### src/rtl/network_msg_queue_pkg.sv
// Shared widths, message layout and sizing helpers for the network message queue.
package network_msg_queue_pkg;

  localparam int unsigned NMQ_ID_W   = 2;
  localparam int unsigned NMQ_ADDR_W = 26;
  localparam int unsigned NMQ_TYPE_W = 2;

  typedef struct packed {
    logic [NMQ_ID_W-1:0] src;
    logic [NMQ_ID_W-1:0] dst;
  } nmq_header_t;

  typedef struct packed {
    logic [NMQ_ADDR_W-1:0] addr_block;
    logic [NMQ_TYPE_W-1:0] p_type;
  } nmq_payload_t;

  typedef struct packed {
    nmq_header_t  header;
    nmq_payload_t payload;
  } nmq_msg_t;

  localparam int unsigned NMQ_MSG_W = $bits(nmq_msg_t);

  // A single-entry queue still needs a one-bit pointer to index storage.
  function automatic int unsigned nmq_ptr_w(input int unsigned depth);
    return (depth > 1) ? $clog2(depth) : 1;
  endfunction

endpackage

### src/rtl/queue_wrap_ptr.sv
// Modulo-DEPTH pointer: advances on inc, wraps DEPTH-1 -> 0, async active-high reset.
module queue_wrap_ptr
  import network_msg_queue_pkg::*;
#(
  parameter int unsigned DEPTH = 2,
  parameter int unsigned PTR_W = nmq_ptr_w(DEPTH)
) (
  input  logic             clk,
  input  logic             reset,
  input  logic             inc,
  output logic [PTR_W-1:0] ptr
);

  localparam logic [PTR_W-1:0] LAST = PTR_W'(DEPTH - 1);

  always_ff @(posedge clk or posedge reset) begin
    if (reset) begin
      ptr <= '0;
    end else if (inc) begin
      ptr <= (ptr == LAST) ? '0 : ptr + PTR_W'(1);
    end
  end

endmodule

### src/rtl/network_msg_queue.sv
// Circular-buffer message queue with optional pipe (enq while full) and flow (empty bypass) modes.
module network_msg_queue
  import network_msg_queue_pkg::*;
#(
  parameter int unsigned DEPTH  = 2,
  parameter int unsigned ID_W   = NMQ_ID_W,
  parameter int unsigned ADDR_W = NMQ_ADDR_W,
  parameter int unsigned TYPE_W = NMQ_TYPE_W,
  parameter bit          PIPE   = 1'b0,
  parameter bit          FLOW   = 1'b0
) (
  input  logic                         clk,
  input  logic                         reset,
  output logic                         io_enq_ready,
  input  logic                         io_enq_valid,
  input  logic [ID_W-1:0]              io_enq_bits_header_src,
  input  logic [ID_W-1:0]              io_enq_bits_header_dst,
  input  logic [ADDR_W-1:0]            io_enq_bits_payload_addr_block,
  input  logic [TYPE_W-1:0]            io_enq_bits_payload_p_type,
  input  logic                         io_deq_ready,
  output logic                         io_deq_valid,
  output logic [ID_W-1:0]              io_deq_bits_header_src,
  output logic [ID_W-1:0]              io_deq_bits_header_dst,
  output logic [ADDR_W-1:0]            io_deq_bits_payload_addr_block,
  output logic [TYPE_W-1:0]            io_deq_bits_payload_p_type,
  output logic [$clog2(DEPTH+1)-1:0]   io_count
);

  localparam int unsigned MSG_W = 2 * ID_W + ADDR_W + TYPE_W;
  localparam int unsigned PTR_W = nmq_ptr_w(DEPTH);
  localparam int unsigned CNT_W = $clog2(DEPTH + 1);

  logic [PTR_W-1:0] enq_ptr;
  logic [PTR_W-1:0] deq_ptr;
  logic             maybe_full;
  logic             ptr_match;
  logic             empty;
  logic             full;
  logic             do_enq;
  logic             do_deq;
  logic             bypass;
  logic             wr_en;
  logic             rd_en;
  logic [MSG_W-1:0] wdata;
  logic [MSG_W-1:0] head;
  logic [MSG_W-1:0] mem [DEPTH];

  assign ptr_match = (enq_ptr == deq_ptr);
  assign empty     = ptr_match & ~maybe_full;
  assign full      = ptr_match & maybe_full;

  assign io_enq_ready = PIPE ? (~full | io_deq_ready) : ~full;
  assign io_deq_valid = (FLOW && empty) ? io_enq_valid : ~empty;

  assign do_enq = io_enq_ready & io_enq_valid;
  assign do_deq = io_deq_ready & io_deq_valid;

  // A message passed straight through on an empty queue never touches storage.
  assign bypass = FLOW & empty & io_deq_ready;
  assign wr_en  = do_enq & ~bypass;
  assign rd_en  = do_deq & ~bypass;

  assign wdata = {io_enq_bits_header_src, io_enq_bits_header_dst,
                  io_enq_bits_payload_addr_block, io_enq_bits_payload_p_type};

  queue_wrap_ptr #(
    .DEPTH (DEPTH),
    .PTR_W (PTR_W)
  ) u_enq_ptr (
    .clk   (clk),
    .reset (reset),
    .inc   (wr_en),
    .ptr   (enq_ptr)
  );

  queue_wrap_ptr #(
    .DEPTH (DEPTH),
    .PTR_W (PTR_W)
  ) u_deq_ptr (
    .clk   (clk),
    .reset (reset),
    .inc   (rd_en),
    .ptr   (deq_ptr)
  );

  always_ff @(posedge clk or posedge reset) begin
    if (reset) begin
      maybe_full <= 1'b0;
    end else if (wr_en != rd_en) begin
      maybe_full <= wr_en;
    end
  end

  // Storage is deliberately unreset; occupancy state alone defines validity.
  always_ff @(posedge clk) begin
    if (wr_en) begin
      mem[enq_ptr] <= wdata;
    end
  end

  assign head = (FLOW && empty) ? wdata : mem[deq_ptr];

  assign {io_deq_bits_header_src, io_deq_bits_header_dst,
          io_deq_bits_payload_addr_block, io_deq_bits_payload_p_type} = head;

  // Occupancy from the pointer distance, widened before subtracting so nothing wraps.
  always_comb begin
    io_count = '0;
    if (full) begin
      io_count = CNT_W'(DEPTH);
    end else if (enq_ptr >= deq_ptr) begin
      io_count = CNT_W'(enq_ptr) - CNT_W'(deq_ptr);
    end else begin
      io_count = CNT_W'(DEPTH) - CNT_W'(deq_ptr) + CNT_W'(enq_ptr);
    end
  end

endmodule

### config.mk
export PLATFORM = sky130hd
export DESIGN_NAME = network_msg_queue
export DESIGN_NICKNAME = d
export VERILOG_FILES = /design/src/rtl/network_msg_queue_pkg.sv /design/src/rtl/queue_wrap_ptr.sv /design/src/rtl/network_msg_queue.sv
export SDC_FILE = /design/constraint.sdc
export NUM_CORES = 1
export LEC_CHECK = 0
export BUFFER_PORTS_ARGS = -buffer_cell sky130_fd_sc_hd__buf_2
export CAP_MARGIN = 20
export CORE_UTILIZATION = 55
export CTS_CLUSTER_DIAMETER = 80
export DETAILED_ROUTE_END_ITERATION = 10
export GPL_ROUTABILITY_DRIVEN = 1
export GPL_TIMING_DRIVEN = 1
export PLACE_DENSITY = 0.86
export SETUP_SLACK_MARGIN = 0.1
export SYNTH_ARGS = -nofsm -noshare
export SYNTH_HDL_FRONTEND = slang
export SYNTH_SLANG_ARGS = --single-unit
### constraint.sdc
create_clock -name clk -period 6.8 [get_ports clk]
set_input_delay 0 -clock clk [delete_from_list [all_inputs] [get_ports clk]]
set_output_delay 0 -clock clk [all_outputs]
set_load 0.005 [all_outputs]
==> results by group, run 1 <==
Final layout
  – Core Util, Final: 0.784
  – Commonest non-fill, non-tap cell in the layout: buf_2
  – # nets final: between 200 and 300
  – Antenna diode count: 0
  – Fill cells: between 200 and 300
  – Register area: about 2000 µm²
  – Most frequent cells in the layout: buf_2, edfxtp_1, dlygate4sd3_1
  – Layout cell share with drive strength beyond 1: 0.485
  – Area of the multi-input gates: 573 µm²
  – Area growth, synth to finish: 32.8%

Status
  – Failing checks: DRC
  – Outcome: complete, but fails checks

Detailed routing
  – DR vias/cell: a little under 5
  – Drt first pass iters: 9
  – Remaining DRCs: 6
  – Drt wl/cell: around 16 µm
  – Detail Route Antenna Nets: 0
  – Final wirelength: ~4700 µm
  – Vias: around 1.4k
  – Initial DRC count: ~110

Yosys
  – Mapped Area: 2640 µm²
  – Mapped Nets: ~160
  – Synth unique cells: 14
  – Register area share after synthesis: 0.756
  – Cells after Synth: between 100 and 150
  – Mean post-synth cell area: around 22 µm²
  – YS warnings: 0
  – Flops & latches, synth: 67

Clocking
  – Clk Latency, worst-skew pair: 0.33 ns
  – Max Root-Sink Buffers: 2
  – Num Clock Sinks: 67
  – Clock transition at path regs: 0.06 ns
  – Root Driver: clkbuf_8
  – CTS Buf Count: 9
  – H-Tree Depth: 3
  – Postcts setup bufs: 0
  – CTS tree: built

Power
  – Tot Pwr: about 1.4 mW
  – LEAKAGE: approximately 1.4 nW
  – PD cells: ~400 nW/µm²
  – Peak supply drop: around 0.00045 V

STA
  – Tmin final: about 3.0 ns
  – Max Clock Freq: between 300 and 400 MHz
  – Setup violators final: 0
  – Worst slew margin: 0.300
  – Fin Setup TNS: 0 ns
  – Slew Viols, Final: 0
  – RSZ-0062 raised after global routing: no
  – Tcrit/Tclk final: 0.437
  – Final Hold Fails: 0
  – Worst-Margin Slew: between 1 and 1.5 ns
  – Clock skew: ~0.0047 ns

Worst setup path
  – Worst setup SP type: flip-flop
  – Critical path data required time: 6.76 ns
  – Worst path most repeated cell: nand2_1
  – Class of the most critical setup path: flip-flop to flip-flop
  – Max FO, Critical Path: 35
  – Buf/Inv on CP: 0
  – CP Launch Point: u_deq_ptr.ptr
  – R2r endpoint: mem[1][1]
  – CP Capture Point: mem[1][1]
  – CP Capture Type: flip-flop
  – R2R Path Start: u_deq_ptr.ptr
  – R2r setup slk: between 3 and 4 ns
  – Worst EP arrival: 2.93 ns
  – Max stage delay cell, worst path: dfrtp_2
  – Critical Path, Cell by Cell: ha_1 -> nand2_1 -> nand2_1 -> nor2_4
  – R2R depth: 4
  – CP Depth: 4
  – Crit-path max cell delay: approximately 1.0 ns
  – Worst path top cell family by delay: simple AND/OR/NAND/NOR gates

Global routing
  – Met1 usage: 0.229
  – Global route overflow: 0
  – Number of global-route vias before repair: 1577
  – First-pass GRT wire length: between 7000 and 8000 µm
  – GRT Total Usage: 0.205
  – Met2 usage: 0.352
  – Pin count of the biggest net entering global routing: 36
  – Most Used Layer, Global Route: met2
  – Routing usage on met3: 0.0605
  – Initial antenna violation count: 0

Placement
  – PortBufs: 71
  – Routability cong.: about 0.78
  – Detailed Place HPWL: about 2700 µm

Worst hold path
  – Hold WC Path Type: input pin to asynchronous set/reset pin

Floorplanning
  – Top Ports: 72
  – Starting Density: 0.590
  – Row count: 24
  – Core area: 4470 µm²
  – Die Y: about 71 µm
  – Die area: about 5100 µm²
  – Chip Width: 71.3 µm

Run
  – Maxcap violations: 0
-- layout make-up --
type                            count  area share
Timing Repair Buffer              106       0.201
Tap cell                           52      0.0185
Clock inverter                      5     0.00571
Inverter                            4     0.00428
Sequential cell                    67       0.570
Multi-Input combinational cell     46       0.163
Clock buffer                       11      0.0374
-- logic make-up (layout without fill, tap and decap cells) --
| logic type | Yosys count | in the layout | synth area share |
|---|---|---|---|
| AO/OA/AOI/OAI | 3 | 3 | 0.00568 |
| XOR/XNOR | 2 | 2 | 0.00663 |
| adder cells (fa/ha/maj) | 2 | 2 | 0.00947 |
| buffers and inverters | 8 | 126 | 0.0327 |
| flip-flops | 67 | 67 | 0.756 |
| multiplexers | 32 | 32 | 0.178 |
| AND/OR/NAND/NOR | 7 | 7 | 0.0118 |
-- flip-flops by register name (all words and copies together) (netlist names) --
signal,count
maybe_full,1
mem,64
u_deq_ptr.ptr,1
u_enq_ptr.ptr,1
-- per-layer routing --
metal	routed length (µm)	vias to the layer above	share of wire
met2	2410	64	0.52
met4	110	0	0.024
met3	272	12	0.058
li1	-	690	-
met5	0	-	0
met1	1880	677	0.40
-- through the flow --
stage | instance area, µm² | hold slack [ns] | std cells | worst slack [ns]
final | 3510 | 0.0864 | 291 | 3.83
after detailed placement | 3010 | -0.116 | 240 | 3.80
after global routing | 3510 | 0.0889 | 291 | 3.61
after floorplan | 2640 | -0.246 | 121 | 4.03
after global placement | 3010 | -0.135 | 240 | 3.95
after CTS | 3510 | 0.0777 | 291 | 3.78
-- cell usage after synthesis (all sizes together) --
master | count | area, µm²
edfxtp | 64 | 1920
mux2 | 32 | 469
buf | 4 | 71.3
inv | 4 | 15.0
dfrtp | 3 | 75.1
nand2 | 3 | 11.3
a21oi | 2 | 10.0
ha | 2 | 25.0
nand2b | 2 | 12.5
nor2 | 2 | 7.51
xnor2 | 2 | 17.5
o21ai | 1 | 5.00
-- what timing repair did --
| item | in CTS | in global routing |
|---|---|---|
| endpoints found under the setup margin | 0 | 0 |
| endpoints found under the hold margin | 69 | 0 |
| hold buffers | 35 | 0 |
| resized for setup | 0 | 0 |
-- worst register-to-register path: stages, from the launching register on --
cell and delay (ns):
dfrtp_2 1.04, ha_1 0.44, nand2_1 0.14, nand2_1 0.20, nor2_4 0.75
-- report_power, final --
part           internal [mW]  switching [mW]  leakage [nW]
clock network          0.127           0.134        0.0773
registers              0.581          0.0824         0.629
logic                  0.266           0.180         0.736
total                  0.974           0.396          1.44
-- worst min path at each step --
stage                             to  slack, ns  cells after the start   from
after CTS                 maybe_full       0.08                      3  reset
final                     maybe_full       0.09                      3  reset
after detailed placement  maybe_full      -0.12                      2  reset
after global placement    maybe_full      -0.13                      2  reset
after global routing      maybe_full       0.09                      3  reset
after floorplan           maybe_full      -0.25                      1  reset
No activity file was read; power rests on OpenSTA's default activity.
==> run 2: changes to the inputs <==
CORE_UTILIZATION = 46   (was 55)
PLACE_DENSITY = 0.77   (was 0.86)
clock period = 2.6 ns   (was 6.8 ns; I/O delays follow)
==> run 2 against run 1 <==
Compared with the run above: the run now ends clean; setup slack lost 3.3 ns; non-clock buffer count is 3 higher; sequential share of layout area is 1.6 points lower; highest routed layer unchanged; sequential power up 140%; die area grew 19%; register-to-register slack got worse by 3.3 ns.
==> results by group, run 2 (same netlist as run 1, synthesis figures left out) <==
Final layout
  – Commonest non-fill, non-tap cell in the layout: buf_2
  – Antenna diode count: 0 (unchanged)
  – Register area: 2000 µm² (unchanged)
  – Most frequent cells in the layout: buf_2, edfxtp_1, dlygate4sd3_1
  – Largest register FFs: 64 (unchanged)
  – Area of the multi-input gates: 573 µm² (unchanged)
  – # nets final: 275 (+1.1%)
  – Layout cell share with drive strength beyond 1: 0.504 (+0.0188)
  – Biggest register: mem
  – Area growth, synth to finish: 36.8%
  – Fill cells: 371 (+45%)
  – Post-route cell area: 3610 µm² (+3.0%)

Power
  – LEAKAGE: 1.48 nW (+2.7%)
  – PD cells: 1040 nW/µm² (+170%)
  – Peak supply drop: 0.000890 V (+97%)

Detailed routing
  – Drt first pass iters: 4 (-5)
  – Drt wl/cell: 13.5 µm (-16%)
  – Final wirelength: 4230 µm (-9.6%)
  – Remaining DRCs: 0 (-6)
  – Initial DRC count: 53 (-50%)
  – DR vias/cell: 4.60 (-7.3%)
  – Vias: 1443 (unchanged)
  – Detail Route Antenna Nets: 0 (unchanged)

Global routing
  – Initial antenna violation count: 0 (unchanged)
  – GRT Total Usage: 0.149 (-0.0556)
  – Number of global-route vias before repair: 1413 (-10%)
  – Global route overflow: 0 (unchanged)
  – Pin count of the biggest net entering global routing: 35 (-2.8%)
  – First-pass GRT wire length: 6350 µm (-14%)

Clocking
  – CTS tree: built
  – Num Clock Sinks: 67 (unchanged)
  – Clk Latency, worst-skew pair: 0.32 ns (about the same)
  – H-Tree Depth: 3 (unchanged)
  – Root Driver: clkbuf_8
  – Clock transition at path regs: 0.06 ns (about the same)
  – Postcts setup bufs: 0 (unchanged)
  – CTS Buf Count: 9 (unchanged)
  – Max Root-Sink Buffers: 2 (unchanged)

Floorplanning
  – Chip Width: 77.8 µm (+9.1%)
  – Die Y: 77.8 µm (+9.1%)
  – Core area: 5510 µm² (+23%)
  – Starting Density: 0.480 (-0.111)
  – Row count: 27 (+13%)
  – Top Ports: 72 (unchanged)
  – Die area: 6050 µm² (+19%)

Worst setup path
  – Crit-path max cell delay: 0.42 ns (-0.62 ns)
  – Worst path top cell family by delay: buffers and inverters
  – Worst EP arrival: 2.04 ns (-0.89 ns)
  – Buf/Inv on CP: 2 (+2)
  – Max FO, Critical Path: 32 (-8.6%)
  – Worst path most repeated cell: nand2_1
  – Worst setup SP type: flip-flop
  – Class of the most critical setup path: flip-flop to flip-flop
  – Max stage delay cell, worst path: dfrtp_1
  – Critical path data required time: 2.57 ns (-4.19 ns)
  – CP Capture Type: flip-flop
  – Critical Path, Cell by Cell: inv_1 -> ha_1 -> nand2_1 -> nand2_1 -> nor2_4 -> buf_4

STA
  – Worst slew margin: 0.598 (+0.298)
  – Tcrit/Tclk final: 0.794 (+0.358)
  – Setup violators final: 0 (unchanged)
  – Max Clock Freq: 484 MHz (+44%)
  – Worst-Margin Slew: 0.603 ns (-0.447 ns)
  – RSZ-0062 raised after global routing: no
  – Clock skew: 0.00693 ns (+0.00223 ns)
  – Tmin final: 2.07 ns (-0.905 ns)
  – Slew Viols, Final: 0 (unchanged)
  – Hold Worst Slack: 0.0856 ns (-0.000780 ns)
  – Final Hold Fails: 0 (unchanged)

Run
  – Maxcap violations: 0 (unchanged)

Status
  – Outcome: finished clean

Worst hold path
  – Hold WC Path Type: input pin to asynchronous set/reset pin

Placement
  – DP Area: 3050 µm² (+1.6%)
  – PortBufs: 71 (unchanged)
  – Detailed Place HPWL: 2600 µm (-3.9%)
  – Routability cong.: 0.688 (-12%)
[run 2: final timing paths]
path	startpoint	to	slack (ns)	cells past startpoint
hold reg to reg	u_enq_ptr.ptr	u_enq_ptr.ptr	0.55	1
hold / removal	reset	maybe_full	0.09	3
setup reg to reg	u_enq_ptr.ptr	mem[0][13]	0.53	6
min in group clk	io_enq_valid	u_enq_ptr.ptr	0.13	3
setup / recovery	u_enq_ptr.ptr	mem[0][13]	0.53	6
max in group asynchronous	reset	u_deq_ptr.ptr	2.37	3
[run 2: power breakdown]
| group | leakage, nW | internal [mW] | switching, mW |
|---|---|---|---|
| Combinational | 0.751 | 0.703 | 0.582 |
| Clock | 0.101 | 0.532 | 0.352 |
| Sequential | 0.629 | 1.52 | 0.0749 |
| Total | 1.48 | 2.75 | 1.01 |
[run 2: repair_timing]
item | in CTS | in global routing
resized for setup | 0 | 0
hold buffers | 35 | 0
hold endpoints to repair | 69 | 0
[run 2: per-stage QoR]
stage	setup TNS [ns]	power, mW	cells	worst slack [ns]	utilization
2_1_floorplan	-10.92	2.52	121	-0.171	-
3_3_place_gp	0	2.84	263	0.606	0.555
3_5_place_dp	0	2.87	263	0.539	0.555
4_1_cts	0	3.80	314	0.528	0.656
5_1_grt	0	3.97	314	0.370	0.656
6_report	0	3.76	314	0.534	0.656
[run 2: layout make-up]
class | instances | share of cell area
multi-input combinational | 46 | 0.159
clock inverter | 6 | 0.0222
clock buffer | 10 | 0.0353
sequential | 67 | 0.553
timing repair buffer | 109 | 0.202
inverter | 4 | 0.00416
tap | 72 | 0.0249
[run 2: layer usage]
layer	track usage	wire [µm]
met3	0.0282	156
met2	0.266	2280
met4	0.104	108
met1	0.158	1680
met5	0	0
[run 2: worst min-delay path: cells and delay by family]
kind	cells	cell delay, ns
buffers and inverters	3	0.75
==> run 3: changes to the inputs <==
clock period = 1.9 ns   (was 2.6 ns; I/O delays follow)
==> run 3 against run 2 <==
Compared with the run above: final area barely moved; sequential cell count did not move; die area did not move; count of clock-buffer cells in the layout rose by 1; non-clock buffer count did not move; combinational power rose by 48%; routed wire length rose by 2.6%; critical path depth fell by 1; register-to-register slack got worse by 0.30 ns; total power rose by 33%; core utilization barely moved.
==> results by group, run 3 (same netlist as run 1, synthesis figures left out) <==
Status
  – Outcome: finished clean

Final layout
  – Area growth, synth to finish: 36.9% (about the same)
  – Antenna diode count: 0 (unchanged)
  – Post-route cell area: 3610 µm² (about the same)
  – Commonest non-fill, non-tap cell in the layout: buf_2
  – Biggest register: mem
  – # nets final: 275 (unchanged)
  – Largest register FFs: 64 (unchanged)
  – Most frequent cells in the layout: buf_2, edfxtp_1, dlygate4sd3_1
  – Layout cell share with drive strength beyond 1: 0.508 (+0.00413)

Power
  – Combinational fraction of design power: 0.380 (+0.038)
  – Sw Share: 0.285 (+0.0163)
  – Clock power share: 0.181 (-0.054)
  – Pint: 3.57 mW (+30%)
  – Peak supply drop: 0.00113 V (+27%)
  – PD cells: 1380 nW/µm² (+33%)
  – Net Sw Power: 1.42 mW (+41%)
  – Sequential power share: 0.439 (+0.016)
  – LEAKAGE: 1.47 nW (-0.56%)

Worst setup path
  – Max stage delay cell, worst path: dfrtp_2
  – CP Capture Type: primary output
  – R2R depth: 6 (unchanged)
  – CP Capture Point: io_count[1]
  – Worst setup SP type: flip-flop
  – Critical path data required time: 1.90 ns (-0.67 ns)
  – R2r setup slk: 0.23 ns (-0.30 ns)
  – Class of the most critical setup path: flip-flop to primary output
  – Crit-path max cell delay: 0.39 ns (-0.03 ns)
  – Max FO, Critical Path: 34 (+6.3%)
  – Critical Path, Cell by Cell: clkbuf_8 -> ha_1 -> inv_1 -> o21ai_0 -> buf_2
  – R2R Path Start: u_enq_ptr.ptr
  – CP Launch Point: u_deq_ptr.ptr
  – R2r endpoint: mem[1][2]
  – Worst EP arrival: 1.68 ns (-0.36 ns)

Global routing
  – GRT Total Usage: 0.158 (+0.00847)
  – Initial antenna violation count: 0 (unchanged)
  – Global route overflow: 0 (unchanged)
  – Number of global-route vias before repair: 1464 (+3.6%)
  – Pin count of the biggest net entering global routing: 35 (unchanged)
  – First-pass GRT wire length: 6820 µm (+7.5%)

STA
  – Fin Setup TNS: 0 ns (unchanged)
  – Worst-Margin Slew: 0.382 ns (-0.221 ns)
  – Final Hold Fails: 0 (unchanged)
  – Max Clock Freq: around 600 MHz
  – Setup violators final: 0 (unchanged)
  – Clock skew: 0.00667 ns (-0.000266 ns)
  – RSZ-0062 raised after global routing: no
  – Tmin final: between 1.5 and 2 ns
  – Hold Worst Slack: 0.0743 ns (-0.0113 ns)
  – Worst slew margin: 0.745 (+0.147)
  – Slew Viols, Final: 0 (unchanged)
  – Tcrit/Tclk final: 0.883

Floorplanning
  – Chip Width: 77.8 µm (unchanged)
  – Row count: 27 (unchanged)
  – Die area: 6050 µm² (unchanged)
  – Top Ports: 72 (unchanged)
  – Die Y: 77.8 µm (unchanged)
  – Core area: 5510 µm² (unchanged)
  – Starting Density: 0.480 (unchanged)

Clocking
  – Clk Latency, worst-skew pair: 0.33 ns (about the same)
  – Num Clock Sinks: 67 (unchanged)
  – CTS Buf Count: 9 (unchanged)
  – H-Tree Depth: 3 (unchanged)
  – Clock transition at path regs: 0.07 ns (about the same)
  – CTS tree: built
  – Root Driver: clkbuf_8
  – Max Root-Sink Buffers: 2 (unchanged)

Placement
  – Detailed Place HPWL: 2790 µm (+7.2%)
  – PortBufs: 71 (unchanged)
  – DP Area: 3110 µm² (+1.7%)
  – Routability cong.: 0.695 (+1.0%)

Detailed routing
  – Detail Route Antenna Nets: 0 (unchanged)
  – DR vias/cell: 4.54 (-1.3%)
  – Vias: 1424 (-1.3%)
  – Drt first pass iters: 4 (unchanged)
  – Final wirelength: 4340 µm (+2.6%)
  – Drt wl/cell: 13.8 µm (+2.6%)
  – Remaining DRCs: 0 (unchanged)
  – Initial DRC count: 89 (+68%)

Run
  – Maxcap violations: 0 (unchanged)

Worst hold path
  – Hold WC Path Type: input pin to asynchronous set/reset pin
## run 3: changes by cell type in the layout (fill, tap and decap cells not counted), sizes merged
cell      previous run  this run
buf                 74        73
clkbuf              10        12
clkinv               3         5
clkinvlp             1         0
bufinv               2         0
## run 3: area by class of cell
cell class              count  area [µm²]
multi-input cells          46         601
fillers                   377        1890
clock buffers              11         131
flip-flops and latches     67        2000
well taps                  72        90.1
repair buffers            109         759
inverters                   4        15.0
clock inverters             5        20.0
## run 3: how the worst min path moves through the flow
stage                          endpoint  slack, ns  depth (start not counted)
after floorplan              maybe_full      -0.25                          1
after global placement       maybe_full      -0.13                          2
after detailed placement     maybe_full      -0.13                          2
after CTS                 u_enq_ptr.ptr       0.06                          3
after global routing         maybe_full       0.07                          3
final                        maybe_full       0.07                          3
## run 3: worst max-delay path: cells and delay by family (launching register included)
kind,cells,cell delay [ns]
adders and majority gates,1,0.22
DFF,1,0.39
AOI/OAI and AO/OA,1,0.16
buffers and inverters,3,0.57
## run 3: stage by stage
step / instances / util / power [mW] / setup WS [ns]
global route: 314 / 0.656 / 5.27 / 0.119
floorplan: 121 / - / 3.53 / 0.0913
finish: 314 / 0.656 / 5.00 / 0.222
global placement: 263 / 0.564 / 4.02 / 0.275
detailed placement: 263 / 0.564 / 4.09 / 0.242
CTS: 314 / 0.656 / 5.07 / 0.154
## run 3: power groups by stage
stage / Combinational, mW / Sequential, mW / Clock, mW
3_3_place_gp: 1.83 / 2.20 / 0
4_1_cts: 1.93 / 2.20 / 0.937
6_report: 1.90 / 2.19 / 0.905
2_1_floorplan: 1.34 / 2.20 / 0
5_1_grt: 2.05 / 2.23 / 0.992
3_5_place_dp: 1.86 / 2.23 / 0
## run 3: routing by layer
layer,wire length (µm),GRT usage,share of wire
met1,1780,0.172,0.41
met4,65,0.0906,0.015
met3,234,0.0471,0.054
met5,0,0,0
met2,2250,0.271,0.52
## run 3: repair_timing
action | in CTS | in global routing
endpoints found under the hold margin | 69 | 0
endpoints found under the setup margin | 1 | 1
buffers inserted | 0 | 0
resized for setup | 1 | 1
hold buffers | 35 | 0
